[src/rtl/i2c_seq_pkg.sv]
// Shared definitions for the I2C command sequencer: op codes, FSM states and
// command-table entry layout.
package i2c_seq_pkg;

  typedef enum logic [1:0] {
    OP_END = 2'b00,
    OP_WR  = 2'b01,
    OP_RD  = 2'b10,
    OP_DLY = 2'b11
  } op_e;

  typedef enum logic [3:0] {
    StIdle,
    StFetch,
    StDecode,
    StIssue,
    StWait,
    StGap,
    StDly,
    StNext,
    StDone,
    StError
  } state_e;

  // Entry layout: {op[1:0], reg_addr[7:0], data[7:0]}
  localparam int unsigned EntryW  = 18;
  localparam int unsigned OpMsb   = 17;
  localparam int unsigned OpLsb   = 16;
  localparam int unsigned RegMsb  = 15;
  localparam int unsigned RegLsb  = 8;
  localparam int unsigned DataMsb = 7;
  localparam int unsigned DataLsb = 0;

  // Bits needed to hold values 0..max_val, never less than one.
  function automatic int unsigned cnt_width(int unsigned max_val);
    return (max_val == 0) ? 1 : $clog2(max_val + 1);
  endfunction

endpackage

[src/rtl/i2c_cmd_sequencer_if.sv]
// Request/done handshake between the command sequencer and the I2C byte engine.
interface i2c_cmd_sequencer_if;
  logic       req;
  logic       rd;
  logic [6:0] dev_addr;
  logic [7:0] reg_addr;
  logic [7:0] wdata;
  logic       done;
  logic       nack;
  logic [7:0] rdata;

  modport master (
    output req, rd, dev_addr, reg_addr, wdata,
    input  done, nack, rdata
  );

  modport slave (
    input  req, rd, dev_addr, reg_addr, wdata,
    output done, nack, rdata
  );
endinterface

[src/rtl/seq_down_counter.sv]
// Loadable down-counter with zero flag; shared by the retry gap and delay waits.
module seq_down_counter #(
  parameter int unsigned Width = 8
) (
  input  logic             clk_i,
  input  logic             rst_ni,
  input  logic             load_i,
  input  logic [Width-1:0] load_val_i,
  input  logic             dec_i,
  output logic             zero_o
);

  logic [Width-1:0] cnt_q, cnt_d;

  always_comb begin
    cnt_d = cnt_q;
    if (load_i) begin
      cnt_d = load_val_i;
    end else if (dec_i && (cnt_q != '0)) begin
      cnt_d = cnt_q - Width'(1);
    end
  end

  // Synchronous reset, shared with the sequencer.
  always_ff @(posedge clk_i) begin
    if (!rst_ni) begin
      cnt_q <= '0;
    end else begin
      cnt_q <= cnt_d;
    end
  end

  assign zero_o = (cnt_q == '0);

endmodule

[src/rtl/i2c_cmd_sequencer.sv]
// Walks a command table and issues each WRITE/READ entry to the I2C byte engine,
// with NACK retry, timed delays, pass/fail reporting and last-read capture.
module i2c_cmd_sequencer
  import i2c_seq_pkg::*;
#(
  parameter logic [6:0]  DEV_ADDR   = 7'h50,
  parameter int unsigned AW         = 5,
  parameter int unsigned MAX_RETRY  = 3,
  parameter int unsigned RETRY_GAP  = 1200,
  parameter int unsigned DELAY_UNIT = 12000
) (
  input  logic                 clk,
  input  logic                 rst_n,
  input  logic                 start,
  output logic [AW-1:0]        tbl_addr,
  input  logic [EntryW-1:0]    tbl_data,
  i2c_cmd_sequencer_if.master  eng,
  output logic                 busy,
  output logic                 done,
  output logic                 error,
  output logic [AW-1:0]        fail_idx,
  output logic [7:0]           rd_data,
  output logic                 rd_valid
);

  localparam int unsigned DlyMax = 255 * DELAY_UNIT;
  localparam int unsigned CntMax = (DlyMax > RETRY_GAP) ? DlyMax : RETRY_GAP;
  localparam int unsigned CntW   = cnt_width(CntMax);
  localparam int unsigned RetryW = cnt_width(MAX_RETRY);

  state_e            state_q, state_d;
  logic [AW-1:0]     tbl_addr_q, tbl_addr_d;
  logic              req_q, req_d;
  logic              rd_q, rd_d;
  logic [7:0]        reg_q, reg_d;
  logic [7:0]        wdata_q, wdata_d;
  logic              busy_q, busy_d;
  logic              done_q, done_d;
  logic              error_q, error_d;
  logic [AW-1:0]     fail_idx_q, fail_idx_d;
  logic [7:0]        rd_data_q, rd_data_d;
  logic              rd_valid_q, rd_valid_d;
  logic [RetryW-1:0] retry_q, retry_d;

  logic              cnt_load, cnt_dec, cnt_zero;
  logic [CntW-1:0]   cnt_val;
  logic [31:0]       dly_cycles;
  op_e               op;
  logic [7:0]        ent_reg, ent_data;

  assign op         = op_e'(tbl_data[OpMsb:OpLsb]);
  assign ent_reg    = tbl_data[RegMsb:RegLsb];
  assign ent_data   = tbl_data[DataMsb:DataLsb];
  assign dly_cycles = 32'(ent_data) * DELAY_UNIT;

  always_comb begin
    state_d    = state_q;
    tbl_addr_d = tbl_addr_q;
    req_d      = req_q;
    rd_d       = rd_q;
    reg_d      = reg_q;
    wdata_d    = wdata_q;
    busy_d     = busy_q;
    done_d     = 1'b0;
    error_d    = error_q;
    fail_idx_d = fail_idx_q;
    rd_data_d  = rd_data_q;
    rd_valid_d = 1'b0;
    retry_d    = retry_q;
    cnt_load   = 1'b0;
    cnt_val    = '0;
    cnt_dec    = 1'b0;

    unique case (state_q)
      StIdle: begin
        if (start) begin
          tbl_addr_d = '0;
          error_d    = 1'b0;
          fail_idx_d = '0;
          busy_d     = 1'b1;
          state_d    = StFetch;
        end
      end
      StFetch: state_d = StDecode;
      StDecode: begin
        unique case (op)
          OP_END: state_d = StDone;
          OP_DLY: begin
            if (ent_data == 8'd0) begin
              state_d = StNext;
            end else begin
              // Load N-1 so the DLY state lasts exactly N cycles.
              cnt_load = 1'b1;
              cnt_val  = CntW'(dly_cycles - 32'd1);
              state_d  = StDly;
            end
          end
          OP_WR, OP_RD: begin
            rd_d    = (op == OP_RD);
            reg_d   = ent_reg;
            wdata_d = ent_data;
            retry_d = '0;
            req_d   = 1'b1;
            state_d = StIssue;
          end
          default: state_d = StIdle;
        endcase
      end
      StIssue: state_d = StWait;
      StWait: begin
        if (eng.done) begin
          req_d = 1'b0;
          if (!eng.nack) begin
            if (rd_q) begin
              rd_data_d  = eng.rdata;
              rd_valid_d = 1'b1;
            end
            state_d = StNext;
          end else if (retry_q < RetryW'(MAX_RETRY)) begin
            retry_d  = retry_q + RetryW'(1);
            cnt_load = 1'b1;
            cnt_val  = CntW'(RETRY_GAP - 1);
            state_d  = StGap;
          end else begin
            fail_idx_d = tbl_addr_q;
            error_d    = 1'b1;
            state_d    = StError;
          end
        end
      end
      StGap: begin
        if (cnt_zero) begin
          req_d   = 1'b1;
          state_d = StIssue;
        end else begin
          cnt_dec = 1'b1;
        end
      end
      StDly: begin
        if (cnt_zero) begin
          state_d = StNext;
        end else begin
          cnt_dec = 1'b1;
        end
      end
      StNext: begin
        // Last entry acts as an implicit END; the pointer never wraps.
        if (tbl_addr_q == '1) begin
          state_d = StDone;
        end else begin
          tbl_addr_d = tbl_addr_q + AW'(1);
          state_d    = StFetch;
        end
      end
      StDone: begin
        done_d  = 1'b1;
        busy_d  = 1'b0;
        state_d = StIdle;
      end
      StError: begin
        busy_d  = 1'b0;
        state_d = StIdle;
      end
      default: state_d = StIdle;
    endcase
  end

  always_ff @(posedge clk) begin
    if (!rst_n) begin
      state_q    <= StIdle;
      tbl_addr_q <= '0;
      req_q      <= 1'b0;
      rd_q       <= 1'b0;
      reg_q      <= '0;
      wdata_q    <= '0;
      busy_q     <= 1'b0;
      done_q     <= 1'b0;
      error_q    <= 1'b0;
      fail_idx_q <= '0;
      rd_data_q  <= '0;
      rd_valid_q <= 1'b0;
      retry_q    <= '0;
    end else begin
      state_q    <= state_d;
      tbl_addr_q <= tbl_addr_d;
      req_q      <= req_d;
      rd_q       <= rd_d;
      reg_q      <= reg_d;
      wdata_q    <= wdata_d;
      busy_q     <= busy_d;
      done_q     <= done_d;
      error_q    <= error_d;
      fail_idx_q <= fail_idx_d;
      rd_data_q  <= rd_data_d;
      rd_valid_q <= rd_valid_d;
      retry_q    <= retry_d;
    end
  end

  seq_down_counter #(
    .Width (CntW)
  ) u_cnt (
    .clk_i      (clk),
    .rst_ni     (rst_n),
    .load_i     (cnt_load),
    .load_val_i (cnt_val),
    .dec_i      (cnt_dec),
    .zero_o     (cnt_zero)
  );

  assign tbl_addr     = tbl_addr_q;
  assign eng.req      = req_q;
  assign eng.rd       = rd_q;
  assign eng.dev_addr = DEV_ADDR;
  assign eng.reg_addr = reg_q;
  assign eng.wdata    = wdata_q;
  assign busy         = busy_q;
  assign done         = done_q;
  assign error        = error_q;
  assign fail_idx     = fail_idx_q;
  assign rd_data      = rd_data_q;
  assign rd_valid     = rd_valid_q;

endmodule

[src/flat_wrapper.sv]
// flat-port wrapper written by rule: the top's interface ports become plain ports
module i2c_cmd_sequencer_flat import i2c_seq_pkg::*;
#(
  parameter logic [6:0]  DEV_ADDR   = 7'h50,
  parameter int unsigned AW         = 5,
  parameter int unsigned MAX_RETRY  = 3,
  parameter int unsigned RETRY_GAP  = 1200,
  parameter int unsigned DELAY_UNIT = 12000
)
  (clk, rst_n, start, tbl_addr, tbl_data, busy, done, error, fail_idx, rd_data, rd_valid, eng_req, eng_rd, eng_dev_addr, eng_reg_addr, eng_wdata, eng_done, eng_nack, eng_rdata);
  i2c_cmd_sequencer_if eng_i ();
  input  logic clk;
  input  logic rst_n;
  input  logic start;
  output logic [AW-1:0] tbl_addr;
  input  logic [EntryW-1:0] tbl_data;
  output logic busy;
  output logic done;
  output logic error;
  output logic [AW-1:0] fail_idx;
  output logic [7:0] rd_data;
  output logic rd_valid;
  output wire logic [$bits(eng_i.req)-1:0] eng_req;
  output wire logic [$bits(eng_i.rd)-1:0] eng_rd;
  output wire logic [$bits(eng_i.dev_addr)-1:0] eng_dev_addr;
  output wire logic [$bits(eng_i.reg_addr)-1:0] eng_reg_addr;
  output wire logic [$bits(eng_i.wdata)-1:0] eng_wdata;
  input wire logic [$bits(eng_i.done)-1:0] eng_done;
  input wire logic [$bits(eng_i.nack)-1:0] eng_nack;
  input wire logic [$bits(eng_i.rdata)-1:0] eng_rdata;
  assign eng_req = eng_i.req;
  assign eng_rd = eng_i.rd;
  assign eng_dev_addr = eng_i.dev_addr;
  assign eng_reg_addr = eng_i.reg_addr;
  assign eng_wdata = eng_i.wdata;
  assign eng_i.done = eng_done;
  assign eng_i.nack = eng_nack;
  assign eng_i.rdata = eng_rdata;
  i2c_cmd_sequencer #(.DEV_ADDR(DEV_ADDR), .AW(AW), .MAX_RETRY(MAX_RETRY), .RETRY_GAP(RETRY_GAP), .DELAY_UNIT(DELAY_UNIT)) u_core (.clk(clk), .rst_n(rst_n), .start(start), .tbl_addr(tbl_addr), .tbl_data(tbl_data), .eng(eng_i), .busy(busy), .done(done), .error(error), .fail_idx(fail_idx), .rd_data(rd_data), .rd_valid(rd_valid));
endmodule
[config.mk]
export PLATFORM = sky130hd
export DESIGN_NAME = i2c_cmd_sequencer_flat
export DESIGN_NICKNAME = d
export VERILOG_FILES = /design/src/rtl/i2c_seq_pkg.sv /design/src/rtl/i2c_cmd_sequencer_if.sv /design/src/rtl/seq_down_counter.sv /design/src/rtl/i2c_cmd_sequencer.sv /design/src/flat_wrapper.sv
export SDC_FILE = /design/constraint.sdc
export NUM_CORES = 1
export LEC_CHECK = 0
export ABC_CLOCK_PERIOD_IN_PS = 16000
export CAP_MARGIN = 20
export CELL_PAD_IN_SITES_DETAIL_PLACEMENT = 1
export CELL_PAD_IN_SITES_GLOBAL_PLACEMENT = 1
export CORE_ASPECT_RATIO = 0.5
export CORE_MARGIN = 8
export CORE_UTILIZATION = 45
export DETAILED_ROUTE_END_ITERATION = 7
export PLACE_DENSITY = 0.95
export SYNTH_ARGS = -nofsm -noshare
export SYNTH_HDL_FRONTEND = slang
export SYNTH_SLANG_ARGS = --single-unit
[constraint.sdc]
create_clock -name clk -period 16 [get_ports clk]
set_input_delay 4 -clock clk [delete_from_list [all_inputs] [get_ports clk]]
set_output_delay 4 -clock clk [all_outputs]
set_load 0.01 [all_outputs]
Word level (Yosys, flattened, before mapping)
Cells that the tools add are included.
Widths: inputs -> output; s select.

operators by class
  reduce and logical (&&, ||, !) cells = 24
  $mul = 1
  mux-type cells = 51
  $lt $le $gt $ge = 1
  equal/unequal tests = 22
  bitwise gates (word level) = 4
  $add $sub $neg = 4

operators by type and width
  kind                   number
  $mux 22                6
  $pmux 22 s2            1
  $sub 22x1->22 const B  2
  $pmux 4 s8             1
  $mux 4                 7
  $mux 5                 5
  $logic_not 22->1       1
  $reduce_bool 22->1     1
  $pmux 5 s2             2
  $mux 1                 18
  $mul 8x9->17 const B   1
  $eq 4x3->1 const B     4
  $ne 2x2->1 const B     6
  $pmux 4 s3             1
  $reduce_and 4->1       3
  $mux 11                1
  $reduce_and 5->1       2
  $reduce_bool 2->1      5
  $eq 4x2->1 const B     2
  $eq 4x4->1 const B     2
  $logic_not 8->1        1
  $mux 2                 4
  $ne 2x1->1 const B     3
  $pmux 1 s2             3
  other kinds (18)       25

word-level totals
  bits of input ports = 31
  logic and storage cells = 121
  register bits = 68

Longest topological paths before layout
  word-level depth = 6
  gate-level depth with buffers = 18
  mapped depth without buffers = 17

Modules after synthesis
A second synthesis with hierarchy kept.

second synthesis, totals
  cell total of the unflattened synthesis = 674
  area total of the unflattened synthesis = 5657.9 um^2

modules (own cells, without submodules)
  module             instances  area an instance (um^2)  sequential area each (um^2)  cells an instance
  i2c_cmd_sequencer  1          4324.1                   920.9                        515
  seq_down_counter   1          1333.8                   440.4                        159

Worst setup path after synthesis
Ideal clock, no wire load.

  path type = input to register
  start = input port tbl_data[6]
  end = register u_core.u_cnt.cnt_q[21]
  buffers on the path = 0
  required time = 15883 ps
  setup slack = 7673 ps
  arrival time = 8210 ps
  setup time = 117 ps
  cell stages on the path = 15
  cells stage by stage = inv_1 > fa_1 > fa_1 > fa_1 > fa_1 > inv_1 > ha_1 > a21o_1 > a41oi_4 > a21oi_2 > o41ai_4 > xnor2_1 > nor4_2 > mux2i_1 > nand2_1

between the ends
  longest elaborated chain between the ends = 6
  elaborated cells on any way between the ends = 11
  those cells by class = add/sub: 1; mul: 1; mux: 7; reduce/logical: 2

ends and longest elaborated chain
  item                  RTL line                 source
  from (decl)           flat_wrapper.sv:16       input logic [EntryW-1:0] tbl_data;
  $mul 8x9->17          i2c_cmd_sequencer.sv:54  assign dly_cycles = 32'(ent_data) * DELAY_UNIT;
  $sub 22x1->22         i2c_cmd_sequencer.sv:94  cnt_val = CntW'(dly_cycles - 32'd1);
  $mux 22               i2c_cmd_sequencer.sv:89  if (ent_data == 8'd0) begin
  $mux 22               i2c_cmd_sequencer.sv:86  unique case (op)
  $pmux 22 s2           i2c_cmd_sequencer.sv:74  unique case (state_q)
  $mux 22               seq_down_counter.sv:17   if (load_i) begin
  to (signal assigned)  seq_down_counter.sv:29   cnt_q <= cnt_d;
  to (decl)             seq_down_counter.sv:13   logic [Width-1:0] cnt_q, cnt_d;

Several ways; a longest one is shown, not always the timed one.
A chain may end at the register's enable or synchronous reset.

Worst setup path after layout
  start = input port tbl_data[6]
  end = register u_core.u_cnt.cnt_q[19]

Same word-level chain as after synthesis.

==> impl_metrics.env <==
export IMPL_outcome="finished, final reports clean"
export IMPL_synth_seq_area_share_pct=25.5
export IMPL_stdcell_count=879
export IMPL_r2r_slack_ns=13.03
export IMPL_max_cap_violations=0
export IMPL_clk_pin_slew_ns=0.06
export IMPL_drv_slew=0
export IMPL_clock_fmax_mhz=111
export IMPL_synth_flop_cell="dfxtp_1"
export IMPL_min_period_ns=9.05
export IMPL_irDropWorstVdd_mv=0.0607
export IMPL_ys_top_cells_by_area="dfxtp_1, ha_1, fa_1, a21oi_1, nand2_1"
export IMPL_synth_top_area_cell="dfxtp_1"
export IMPL_ios=78
export IMPL_worstPathArrival_ns=9.30
export IMPL_first_iter_violations=327
export IMPL_cp_endpoint="u_core.u_cnt.cnt_q[19]"
export IMPL_area_growth_pct=20.5
export IMPL_vias=4935
export IMPL_grt_usage_pct=20.5
export IMPL_coreArea_sq_mm=0.0117
export IMPL_synth_edf_count=0
export IMPL_tightest_slew_ns=0.787
export IMPL_row_count=28
export IMPL_slowest_stage="clkdlybuf4s50_1"
export IMPL_reg2regPathDepth=7
export IMPL_crit_start="tbl_data[6]"
export IMPL_antenna_found_initial=0
export IMPL_fin_tns_setup_ns=0
export IMPL_drcViolationCount=0
export IMPL_numCtsBuffers=9
export IMPL_r2r_end="u_core.u_cnt.cnt_q[11]"
export IMPL_place_congestion=0.849
export IMPL_portBuffers=70
export IMPL_endpoint_kind="flop"
export IMPL_dr_pass1_iters=4
export IMPL_drive_above_1_share_pct=4.34
export IMPL_yosys_warnings=0
export IMPL_chipWidth_um=170
export IMPL_insertion_delay_ns=0.34
export IMPL_antennaDiodeCount=0
export IMPL_dieArea_sq_mm=0.0158
export IMPL_grt_max_degree=35
export IMPL_cp_cell_sequence="clkdlybuf4s50_1, inv_1, fa_1, fa_1, fa_1, fa_1, inv_1, ha_1, a21o_1, a221oi_2, o21ai_1, a31oi_1, xnor2_2, nor4_2, nor2_1, a211oi_2"
export IMPL_viasPerCell=5.61
export IMPL_rsz0062_at_grt="false"
export IMPL_skew_ns=0.00538
export IMPL_avgSynthCellArea_sq_um=8.15
export IMPL_netlist_cell_type_count=66
export IMPL_die_h_um=93.0
export IMPL_postRouteAntennaNets=0
export IMPL_cp_slowest_stage_delay_ns=0.60
export IMPL_tritoncts="done"
export IMPL_hold_buffers=0
export IMPL_final_common_cell="nand2_1"
export IMPL_cp_data_required_time_ns=16.26
export IMPL_postSynthCellCount=655
export IMPL_p_leak_nw=2.72
export IMPL_hold_viol_final=0
export IMPL_slew_headroom_pct=46.8
export IMPL_postCtsSetupRepairBufs=0
export IMPL_total_power_w=0.000906
export IMPL_path_max_fanout=6
export IMPL_p_per_area_mw_per_mm2=141
export IMPL_async_reset_ff_share_pct=0
export IMPL_nets=815
export IMPL_clock_sinks=68
export IMPL_grt_pass1_vias=5318
export IMPL_wire_per_inst_um=18.5
export IMPL_hold_class="reg -> reg"
export IMPL_grt_pass1_wl_mm=26.5
export IMPL_n_fill_cell=1422
export IMPL_hpwl_mm=12.5
export IMPL_cp_common_cell="fa_1"
export IMPL_ys_seq_elements=68
export IMPL_clock_root_buffer="clkbuf_16"
export IMPL_gr_total_overflow=0
export IMPL_hold_slack_ns=0.444
export IMPL_critPathLaunchType="input port"
export IMPL_layout_common_cells="nand2_1, clkdlybuf4s50_1, dfxtp_1"
export IMPL_setup_ws_ns=6.95
export IMPL_synth_area_sq_mm=0.00534
export IMPL_fin_crit_sh_pct=56.5
export IMPL_path_class="in -> reg"
export IMPL_wl_mm=16.3
export IMPL_clockBufferDepth=2
export IMPL_cts_max_level=3
export IMPL_start_util_pct=45.6
export IMPL_place_ws_ns=6.59
export IMPL_placedCellCount=864
export IMPL_post_cts_resize_count=0
export IMPL_setup_viol=0
export IMPL_synth_top_area_share_pct=25.5
export IMPL_reg2reg_from="u_core.state_q[2]"
[cells in the mapped netlist (all sizes together), types with 8 or more instances]
library cell   n
xnor2         29
buf            9
inv           64
and3           8
nor4          11
a21oi         59
nand2         72
fa            24
clkbuf        23
nor2          64
o21ai         13
mux2i         10
dfxtp         68
nand3         15
xor2          11
nor3          23
ha            50
[per-layer routing]
layer  vias to the layer above  share of wire, %  GRT usage (%)
met2                       116                51           38.0
met1                      2461                43           23.6
met5                         -                 0              0
met3                        20               4.5           4.20
li1                       2338                 -              -
met4                         0               1.5           6.53
[sequential cells by signal, summed over array words and instances (netlist names)]
name and cells:
u_core.busy 1, u_core.done 1, u_core.eng.rd 1, u_core.eng.reg_addr 8
u_core.eng.req 1, u_core.eng.wdata 8, u_core.error 1, u_core.fail_idx 5
u_core.rd_data 8, u_core.rd_valid 1, u_core.retry_q 2, u_core.state_q 4
u_core.tbl_addr 5, u_core.u_cnt.cnt_q 22
[through the flow]
stage / util [%] / instance area (sq um)
floorplan: - / 5360
global placement: 52.3 / 6120
detailed placement: 52.3 / 6120
CTS: 55.0 / 6440
global route: 55.0 / 6440
finish: 55.0 / 6440
[worst min-delay path by stage]
stage	start	end	cells after the start	slack, ns
floorplan	u_core.retry_q[1]	u_core.retry_q[1]	2	0.45
global placement	u_core.busy	u_core.busy	2	0.44
detailed placement	u_core.busy	u_core.busy	2	0.44
CTS	u_core.busy	u_core.busy	2	0.45
global route	u_core.busy	u_core.busy	2	0.48
finish	u_core.busy	u_core.busy	2	0.44
[layout make-up]
| class | instances | area [sq um] | area share (%) |
|---|---|---|---|
| inverters | 64 | 240 | 3.73 |
| clock buffers | 9 | 225 | 3.50 |
| flip-flops and latches | 68 | 1360 | 21.1 |
| multi-input cells | 496 | 3610 | 56.0 |
| well taps | 165 | 206 | 3.21 |
| clock inverters | 6 | 88.8 | 1.38 |
| repair buffers | 71 | 708 | 11.0 |
[power by group]
group	switching, W	internal [W]	leakage, nW
Clock	0.0000783	0.000136	0.148
Combinational	0.000314	0.000195	2.03
Sequential	0.00000777	0.000175	0.549
Total	0.000400	0.000506	2.72
[cells by family after synthesis]
family | count (synthesis) | share of synthesized area (%)
AND/OR/NAND/NOR | 239 | 22.1
AO/OA/AOI/OAI | 126 | 15.7
buffers and inverters | 96 | 7.31
adder cells (fa/ha/maj) | 74 | 20.7
flip-flops | 68 | 25.5
XOR/XNOR | 40 | 6.70
multiplexers | 10 | 1.87
other | 2 | 0.141
[worst max-delay path: cells and delay by family]
| kind | cells | cell delay, ns |
|---|---|---|
| and+or+nand+nor | 2 | 0.47 |
| adders and majority gates | 5 | 2.53 |
| buffers and inverters | 3 | 0.78 |
| AOI/OAI and AO/OA | 5 | 1.35 |
| xor gates and xnor gates | 1 | 0.17 |
No activity file was read; power rests on OpenSTA's default activity.
